`config.mk`:
```
export PLATFORM = sky130hd
export DESIGN_NAME = right_shift_deserializer_ctrl_flat
export DESIGN_NICKNAME = d
export VERILOG_FILES = /design/src/rtl/right_shift_deserializer_ctrl_if.sv /design/src/rtl/right_shift_deserializer_ctrl.sv /design/src/flat_wrapper.sv
export SDC_FILE = /design/constraint.sdc
export NUM_CORES = 1
export LEC_CHECK = 0
export CORE_UTILIZATION = 44
export CTS_BUF_LIST = sky130_fd_sc_hd__clkbuf_8
export CTS_CLUSTER_DIAMETER = 200
export DETAILED_ROUTE_END_ITERATION = 12
export PLACE_DENSITY = 0.82
export SLEW_MARGIN = 20
export SYNTH_ARGS = -nofsm -noshare
export SYNTH_HDL_FRONTEND = slang
export SYNTH_SLANG_ARGS = --single-unit
```
`constraint.sdc`:
```
create_clock -name clk_i -period 2.8 [get_ports clk_i]
set_input_delay 0.56 -clock clk_i [delete_from_list [all_inputs] [get_ports clk_i]]
set_output_delay 0.56 -clock clk_i [all_outputs]
set_load 0.02 [all_outputs]
```
`src/rtl/right_shift_deserializer_ctrl_if.sv`:
```
// rtl/right_shift_deserializer_ctrl_if.sv - serial-in / word-out handshake bundle
//
// Purpose: groups the serial bit handshake and the word handoff handshake of
// the deserializer controller.
// Signals:
//   serial_in, serial_valid, serial_ready   serial bit handshake
//   word[DEPTH], word_valid, word_ready     assembled word handshake
//   parity_error                            parity flag, qualified by word_valid
// Modports:
//   slave  - controller side (accepts bits, produces words)
//   master - link/consumer side (offers bits, takes words)
interface right_shift_deserializer_ctrl_if #(
  parameter int DEPTH = 8
);
  logic             serial_in;
  logic             serial_valid;
  logic             serial_ready;
  logic [DEPTH-1:0] word;
  logic             word_valid;
  logic             word_ready;
  logic             parity_error;

  modport slave (
    input  serial_in, serial_valid, word_ready,
    output serial_ready, word, word_valid, parity_error
  );

  modport master (
    output serial_in, serial_valid, word_ready,
    input  serial_ready, word, word_valid, parity_error
  );
endinterface

```
`src/rtl/right_shift_deserializer_ctrl.sv`:
```
// rtl/right_shift_deserializer_ctrl.sv - sequences an external right shift register as a deserializer
//
// Purpose: accepts DEPTH serial bits, shifting each into an external right
// shift register, then offers the register contents as one word until taken.
// First accepted bit lands in word[0], last in word[DEPTH-1].
// Optional feature macro: PARITY_CHECK_EN - one extra even-parity bit per
// frame, checked against the data bits and reported on parity_error.
// Ports:
//   clk_i           clock, rising edge
//   reset_i         synchronous active-high reset (also zeroes frame count)
//   clear_i         synchronous frame abort
//   bus             serial/word handshake bundle (slave modport)
//   sr_in_o         shift register data input
//   sr_enable_o     shift register shift enable
//   sr_reset_o      shift register synchronous reset
//   sr_out_i        shift register parallel contents
//   frame_count_o   count of words handed off, wrapping
module right_shift_deserializer_ctrl #(
  parameter int DEPTH       = 8,
  parameter int COUNT_WIDTH = 16
) (
  input  logic                          clk_i,
  input  logic                          reset_i,
  input  logic                          clear_i,
  right_shift_deserializer_ctrl_if.slave bus,
  output logic                          sr_in_o,
  output logic                          sr_enable_o,
  output logic                          sr_reset_o,
  input  logic [DEPTH-1:0]              sr_out_i,
  output logic [COUNT_WIDTH-1:0]        frame_count_o
);

  localparam int CNT_W = $clog2(DEPTH + 1);
  localparam logic [CNT_W-1:0] LAST_BIT = CNT_W'(DEPTH - 1);

  typedef enum logic [1:0] {
    S_SHIFT  = 2'd0,
    S_PARITY = 2'd1,
    S_FULL   = 2'd2
  } state_e;

  state_e                  state_q, state_d;
  logic [CNT_W-1:0]        bit_cnt_q, bit_cnt_d;
  logic [COUNT_WIDTH-1:0]  frame_count_q, frame_count_d;
  logic                    serial_ready;
  logic                    accept;
`ifdef PARITY_CHECK_EN
  logic                    par_acc_q, par_acc_d;
  logic                    perr_q, perr_d;
`endif

  // Ready is withdrawn combinationally during clear/reset so a bit offered
  // in an aborting cycle is never counted as taken.
  assign serial_ready = ((state_q == S_SHIFT) || (state_q == S_PARITY)) && !clear_i && !reset_i;
  assign accept       = bus.serial_valid & serial_ready;

  assign bus.serial_ready = serial_ready;
  assign bus.word_valid   = (state_q == S_FULL);
  assign bus.word         = sr_out_i;
`ifdef PARITY_CHECK_EN
  assign bus.parity_error = (state_q == S_FULL) & perr_q;
`else
  assign bus.parity_error = 1'b0;
`endif

  assign sr_in_o       = bus.serial_in;
  // The parity bit is accepted but never shifted into the register.
  assign sr_enable_o   = accept & (state_q == S_SHIFT);
  assign sr_reset_o    = reset_i | clear_i;
  assign frame_count_o = frame_count_q;

  always_comb begin
    state_d       = state_q;
    bit_cnt_d     = bit_cnt_q;
    frame_count_d = frame_count_q;
`ifdef PARITY_CHECK_EN
    par_acc_d     = par_acc_q;
    perr_d        = perr_q;
`endif
    if (clear_i) begin
      state_d   = S_SHIFT;
      bit_cnt_d = '0;
`ifdef PARITY_CHECK_EN
      par_acc_d = 1'b0;
      perr_d    = 1'b0;
`endif
    end else begin
      unique case (state_q)
        S_SHIFT: begin
          if (accept) begin
`ifdef PARITY_CHECK_EN
            par_acc_d = par_acc_q ^ bus.serial_in;
`endif
            if (bit_cnt_q == LAST_BIT) begin
              bit_cnt_d = '0;
`ifdef PARITY_CHECK_EN
              state_d   = S_PARITY;
`else
              state_d   = S_FULL;
`endif
            end else begin
              bit_cnt_d = bit_cnt_q + CNT_W'(1);
            end
          end
        end
        S_PARITY: begin
`ifdef PARITY_CHECK_EN
          if (accept) begin
            perr_d    = par_acc_q ^ bus.serial_in;
            par_acc_d = 1'b0;
            state_d   = S_FULL;
          end
`else
          state_d = S_SHIFT;
`endif
        end
        S_FULL: begin
          // Handoff cycle deliberately refuses new bits (ready is low in FULL).
          if (bus.word_ready) begin
            frame_count_d = frame_count_q + COUNT_WIDTH'(1);
            state_d       = S_SHIFT;
          end
        end
        default: state_d = S_SHIFT;
      endcase
    end
  end

  always_ff @(posedge clk_i) begin
    if (reset_i) begin
      state_q       <= S_SHIFT;
      bit_cnt_q     <= '0;
      frame_count_q <= '0;
`ifdef PARITY_CHECK_EN
      par_acc_q     <= 1'b0;
      perr_q        <= 1'b0;
`endif
    end else begin
      state_q       <= state_d;
      bit_cnt_q     <= bit_cnt_d;
      frame_count_q <= frame_count_d;
`ifdef PARITY_CHECK_EN
      par_acc_q     <= par_acc_d;
      perr_q        <= perr_d;
`endif
    end
  end

endmodule
```
`src/flat_wrapper.sv`:
```
// flat-port wrapper written by rule: the top's interface ports become plain ports
module right_shift_deserializer_ctrl_flat 
#(
  parameter int DEPTH       = 8,
  parameter int COUNT_WIDTH = 16
)
  (clk_i, reset_i, clear_i, sr_in_o, sr_enable_o, sr_reset_o, sr_out_i, frame_count_o, bus_serial_in, bus_serial_valid, bus_word_ready, bus_serial_ready, bus_word, bus_word_valid, bus_parity_error);
  right_shift_deserializer_ctrl_if #(.DEPTH(DEPTH)) bus_i ();
  input  logic clk_i;
  input  logic reset_i;
  input  logic clear_i;
  output logic sr_in_o;
  output logic sr_enable_o;
  output logic sr_reset_o;
  input  logic [DEPTH-1:0] sr_out_i;
  output logic [COUNT_WIDTH-1:0] frame_count_o;
  input wire logic [$bits(bus_i.serial_in)-1:0] bus_serial_in;
  input wire logic [$bits(bus_i.serial_valid)-1:0] bus_serial_valid;
  input wire logic [$bits(bus_i.word_ready)-1:0] bus_word_ready;
  output wire logic [$bits(bus_i.serial_ready)-1:0] bus_serial_ready;
  output wire logic [$bits(bus_i.word)-1:0] bus_word;
  output wire logic [$bits(bus_i.word_valid)-1:0] bus_word_valid;
  output wire logic [$bits(bus_i.parity_error)-1:0] bus_parity_error;
  assign bus_i.serial_in = bus_serial_in;
  assign bus_i.serial_valid = bus_serial_valid;
  assign bus_i.word_ready = bus_word_ready;
  assign bus_serial_ready = bus_i.serial_ready;
  assign bus_word = bus_i.word;
  assign bus_word_valid = bus_i.word_valid;
  assign bus_parity_error = bus_i.parity_error;
  right_shift_deserializer_ctrl #(.DEPTH(DEPTH), .COUNT_WIDTH(COUNT_WIDTH)) u_core (.clk_i(clk_i), .reset_i(reset_i), .clear_i(clear_i), .bus(bus_i), .sr_in_o(sr_in_o), .sr_enable_o(sr_enable_o), .sr_reset_o(sr_reset_o), .sr_out_i(sr_out_i), .frame_count_o(frame_count_o));
endmodule
```
## Word level (Yosys, flattened, before mapping)

Index checks and enable logic that the tools add are counted.

- Bits in registers: 22
- Bits in latches: 0
- Memory bits (writable): 0
- Bits in read-only memories: 0
- Output and inout port bits: 30
- Word-level logic and storage cells: 30
- Memories: 0

- $add $sub $neg: 2
- Multipliers: 0
- Divide/modulo/power cells: 0
- Order comparisons: 0
- Equal/unequal tests: 6
- Shifts and indexed selects: 0
- Muxes and demuxes: 5
- Bitwise operators: 4
- Reductions and logical operators: 10

Operators with widths:

| kind | count |
|---|---|
| 16-bit by 1-bit adder with 16-bit output (second input constant) | 1 |
| 2-bit 2-to-1 mux | 3 |
| 3-bit AND reduction | 2 |
| 4-bit by 1-bit adder with 4-bit output (second input constant) | 1 |
| 4-bit by 3-bit equality test with 1-bit output (second input constant) | 1 |
| 4-bit 2-to-1 mux | 1 |
| 2-bit != test (second input constant) | 2 |
| 2-bit case mux with 2 select lines | 1 |
| 1-bit bitwise AND | 2 |
| 2-bit by 1-bit equality test with 1-bit output (second input constant) | 1 |
| 2-bit equality test (second input constant) | 1 |
| 1-bit logical AND | 2 |
| 1-bit zero test | 2 |
| 2-bit zero test | 1 |
| 2-bit by 1-bit != test with 1-bit output (second input constant) | 1 |
| 2-bit AND reduction | 1 |
| 2-bit OR reduction | 1 |
| 1-bit logical OR | 1 |
| 1-bit NOT | 1 |
| 1-bit bitwise OR | 1 |

## Logic depth before layout (Yosys ltp)

- Depth after elaboration: 7
- Gate-level depth with buffers: 5
- Gate-level depth less buffers: 5

## Least setup slack after synthesis

Ideal clock, no wire load.

- Path kind: input-to-output
- From: input port reset_i
- To: output port bus_serial_ready
- Arrival: 1.574 ns
- Slack: 0.666 ns
- Stages: 4
- Cells stage by stage: clkbuf_1 -> or2_2 -> clkbuf_1 -> nor2_1

- Cells in the longest elaborated chain, start to end: 2

Ends and longest elaborated chain:

| element | line | text |
|---|---|---|
| start, declared | flat_wrapper.sv:10 | `input logic reset_i;` |
| 1-bit zero test | right_shift_deserializer_ctrl.sv:54 | `assign serial_ready = ((state_q == S_SHIFT) \|\| (state_q == S_PARITY)) && !clear_i && !reset_i;` |
| 1-bit logical AND | right_shift_deserializer_ctrl.sv:54 |  |
| end, declared | flat_wrapper.sv:20 | `output wire logic [$bits(bus_i.serial_ready)-1:0] bus_serial_ready;` |

Every way passes these cells.

## Worst setup path in the final report

- From: input port clear_i
- To: output port sr_reset_o

- Cells in the longest elaborated chain, start to end: 1

Ends and longest elaborated chain:

| element | line | text |
|---|---|---|
| start, declared | flat_wrapper.sv:11 | `input logic clear_i;` |
| 1-bit bitwise OR | right_shift_deserializer_ctrl.sv:69 | `assign sr_reset_o = reset_i \| clear_i;` |
| end, declared | flat_wrapper.sv:14 | `output logic sr_reset_o;` |

Every way passes these cells.

==> results by group <==
Outcome
  – Outcome: finished clean

Cells and area
  – Design Area, Final: 0.00132 mm^2
  – Synthesis-to-finish area growth: 23.7%
  – Filler cells: 216
  – Commonest non-fill, non-tap cell in the layout: clkdlybuf4s50_1
  – Commonest cells after routing, fill and taps aside: clkdlybuf4s50_1, nor2_1, dfxtp_1
  – Non-Filler Instances: 171
  – Nets@finish: 160
  – Inserted Diodes: 0
  – Share of cells above drive strength 1: ~11%

STA
  – Least-Margin Pin Slew: 0.502 ns
  – Fin Setup TNS: 0 ns
  – Hold_ws: 0.483 ns
  – Max-slew headroom: 66.4%
  – Worst Skew: 0.00153 ns
  – Final hold viol count: 0
  – Period utilization: 93.7%
  – Fin crit period: 2.62 ns
  – RSZ-0062 raised after global routing: no
  – Final slew viol count: 0
  – Setup Viol. Count Final: 0
  – Max Freq: 381 MHz

Route
  – Vias/cell: 5.18
  – Pre-antenna DRT Iters: 4
  – Routed Antenna Nets: 0
  – DRC Markers: 0
  – Routed wire per std cell: ~12 um
  – Via Count: 886
  – Starting DRT DRC Count: 12
  – DRT Wirelength: 2130 um

Die
  – Num ports: 44
  – Initial Util: between 40 and 50%
  – Core footprint: approximately 0.0023 mm^2
  – Die height: about 50 um
  – Die ar.: 0.00263 mm^2
  – Row count: 17
  – Die X: a little over 50 um

Place
  – Port bufs: 24
  – Placed insts: around 170
  – Final Wtd Congestion: 0.755
  – Placement Cell Area: 0.00127 mm^2
  – Post-DP HPWL: about 1600 um

Critical path
  – Worst path cell trace: clkdlybuf4s50_1, or2_2, buf_4, clkdlybuf4s50_1
  – Crit Path Max Fanout: 6
  – Critical Path AT: 2.06 ns
  – Critical path's largest stage delay: 0.53 ns
  – Crit-path most repeated cell: clkdlybuf4s50_1
  – CP required: ~2.2 ns
  – Slowest cell on the critical path: clkdlybuf4s50_1
  – CP Capture Type: primary output
  – CP Launch Type: input pin
  – Setup CP Type: in2out

GRT
  – GR Util All Layers: 17.7%
  – Initial antenna violation count: 0
  – Vias in the first global route: 811
  – First-pass GRT wire length: 3550 um
  – Final global-route overflow total: 0
  – Largest net degree at the start of global routing: 19

Clock tree
  – # H-tree levels: 1
  – Cts hold-fix bufs: 0
  – CTS tree: yes
  – Post-CTS Setup Inserts: 0
  – Clock transition at path regs: 0.07 ns
  – CTS-repair resized insts: 0
  – Skew-Pair Late Insertion Delay: roughly 0.25 ns
  – Root buf cell: clkbuf_8
  – Num CTS Buffers: 3
  – Clock sinks: 21
  – Longest Clk Path Bufs: 2

Yosys
  – Synth Area in XOR/XNOR: a little under a tenth
  – Syn_nets: 141
  – Largest family of logic cells by synthesized area: simple AND/OR/NAND/NOR gates
  – Mapped Cells: 125
  – Simple-Gate Fraction of Synth Area: 27.1%
  – Synth Area in Compound Gates: 7.62%
  – Number of synthesized flops with an enable pin: 0
  – Netlist cell types: 30
  – Area share of fa/ha/maj cells after synthesis: 2.34%
  – Mapped cell area: 0.00107 mm^2
  – Post-synth ARST share: 0%
  – Post-synthesis mux area share: just under 3%
  – Synth warnings: 0
  – Synth Flop Type: dfxtp_1
  – Avg Cell Area, Syn: 8.54 um^2
  – Sequential fraction of the synthesis area: 39.4%
  – Number of synthesized register bits: 21

Pwr
  – Part of the power in registers: a little under 60%
  – Power Dens Cells: around 390 mW/mm^2
  – Pint: about 400 uW
  – Static leakage: 0.440 nW
  – Switching Power: 105 uW
  – Power Total: about 520 uW
  – Max VDD drop: approximately 0.24 mV
  – Clock network fraction of design power: 36.2%
  – Comb pwr share: 5.8%
  – Switching part of the total power: 20.4%

Hold path
  – Worst Hold Class: reg2reg

Flow run
  – Maxcap violations: 0
final cells by class:
cell class	count	area [um^2]	share of cell area [%]
tap	28	35.0	2.65
clock buffer	3	41.3	3.13
timing repair buffer	28	270	20.5
clock inverter	1	3.75	0.284
multi-input combinational	84	527	39.9
inverter	6	22.5	1.71
sequential	21	420	31.8
registers in the layout (all words and copies together) (netlist names):
name	count
u_core.bit_cnt_q	4
u_core.frame_count_o	16
u_core.state_q	1
synth_stat cells (all sizes together), types with 2 or more instances:
cell | count | area share, %
mux2i | 2 | 1.9
nor4 | 4 | 2.3
a31o | 4 | 3.3
inv | 6 | 2.1
or3 | 2 | 1.2
buf | 11 | 8.1
clkbuf | 3 | 1.1
ha | 2 | 2.3
a21oi | 6 | 3.2
xor2 | 3 | 2.5
xnor2 | 8 | 6.6
nand4 | 4 | 2.3
nor2 | 21 | 7.4
nor3 | 5 | 2.8
nand2b | 2 | 1.2
nand2 | 8 | 2.8
dfxtp | 21 | 39
nand3 | 4 | 1.9
stage by stage:
step / setup WS [ns] / util, %
after floorplan: 0.666 / -
after global placement: 0.171 / 56.5
after detailed placement: 0.180 / 56.5
after CTS: 0.178 / 58.5
after global routing: 0.106 / 58.5
final: 0.178 / 58.5
logic make-up after synthesis:
kind of cell | count (synthesis)
muxes | 3
and+or+nand+nor | 55
buffers and inverters | 20
xor gates and xnor gates | 11
adders and majority gates | 2
AOI/OAI and AO/OA | 12
DFF | 21
other | 1
final timing paths:
| path | start | to | slack [ns] | cells after the start |
|---|---|---|---|---|
| worst max-delay path | clear_i | sr_reset_o | 0.18 | 4 |
| worst min-delay path | u_core.bit_cnt_q[3] | u_core.bit_cnt_q[3] | 0.48 | 2 |
| worst max register to register | u_core.frame_count_o[0] | u_core.frame_count_o[10] | 1.01 | 5 |
| worst min register to register | u_core.bit_cnt_q[3] | u_core.bit_cnt_q[3] | 0.48 | 2 |
critical path: cells and delay by family:
family                 cells  cell delay (ns)
buffers and inverters      3             1.17
and+or+nand+nor            1             0.33
layer usage:
metal | global-route usage (%) | part of all wire, % | up-vias
met3 | 2.98 | 6.1 | 6
met2 | 29.2 | 47 | 26
met5 | 0 | 0 | -
li1 | - | - | 448
met1 | 22.9 | 46 | 406
met4 | 6.76 | 0.94 | 0
power groups by stage:
stage          clock network [mW]  registers (mW)  logic (mW)
4_1_cts                     0.192           0.299      0.0299
3_5_place_dp                    0           0.306      0.0297
6_report                    0.187           0.299      0.0299
2_1_floorplan                   0           0.306      0.0341
5_1_grt                     0.210           0.299      0.0319
3_3_place_gp                    0           0.306      0.0292
Note: power is estimated with default switching activity, not from simulation.
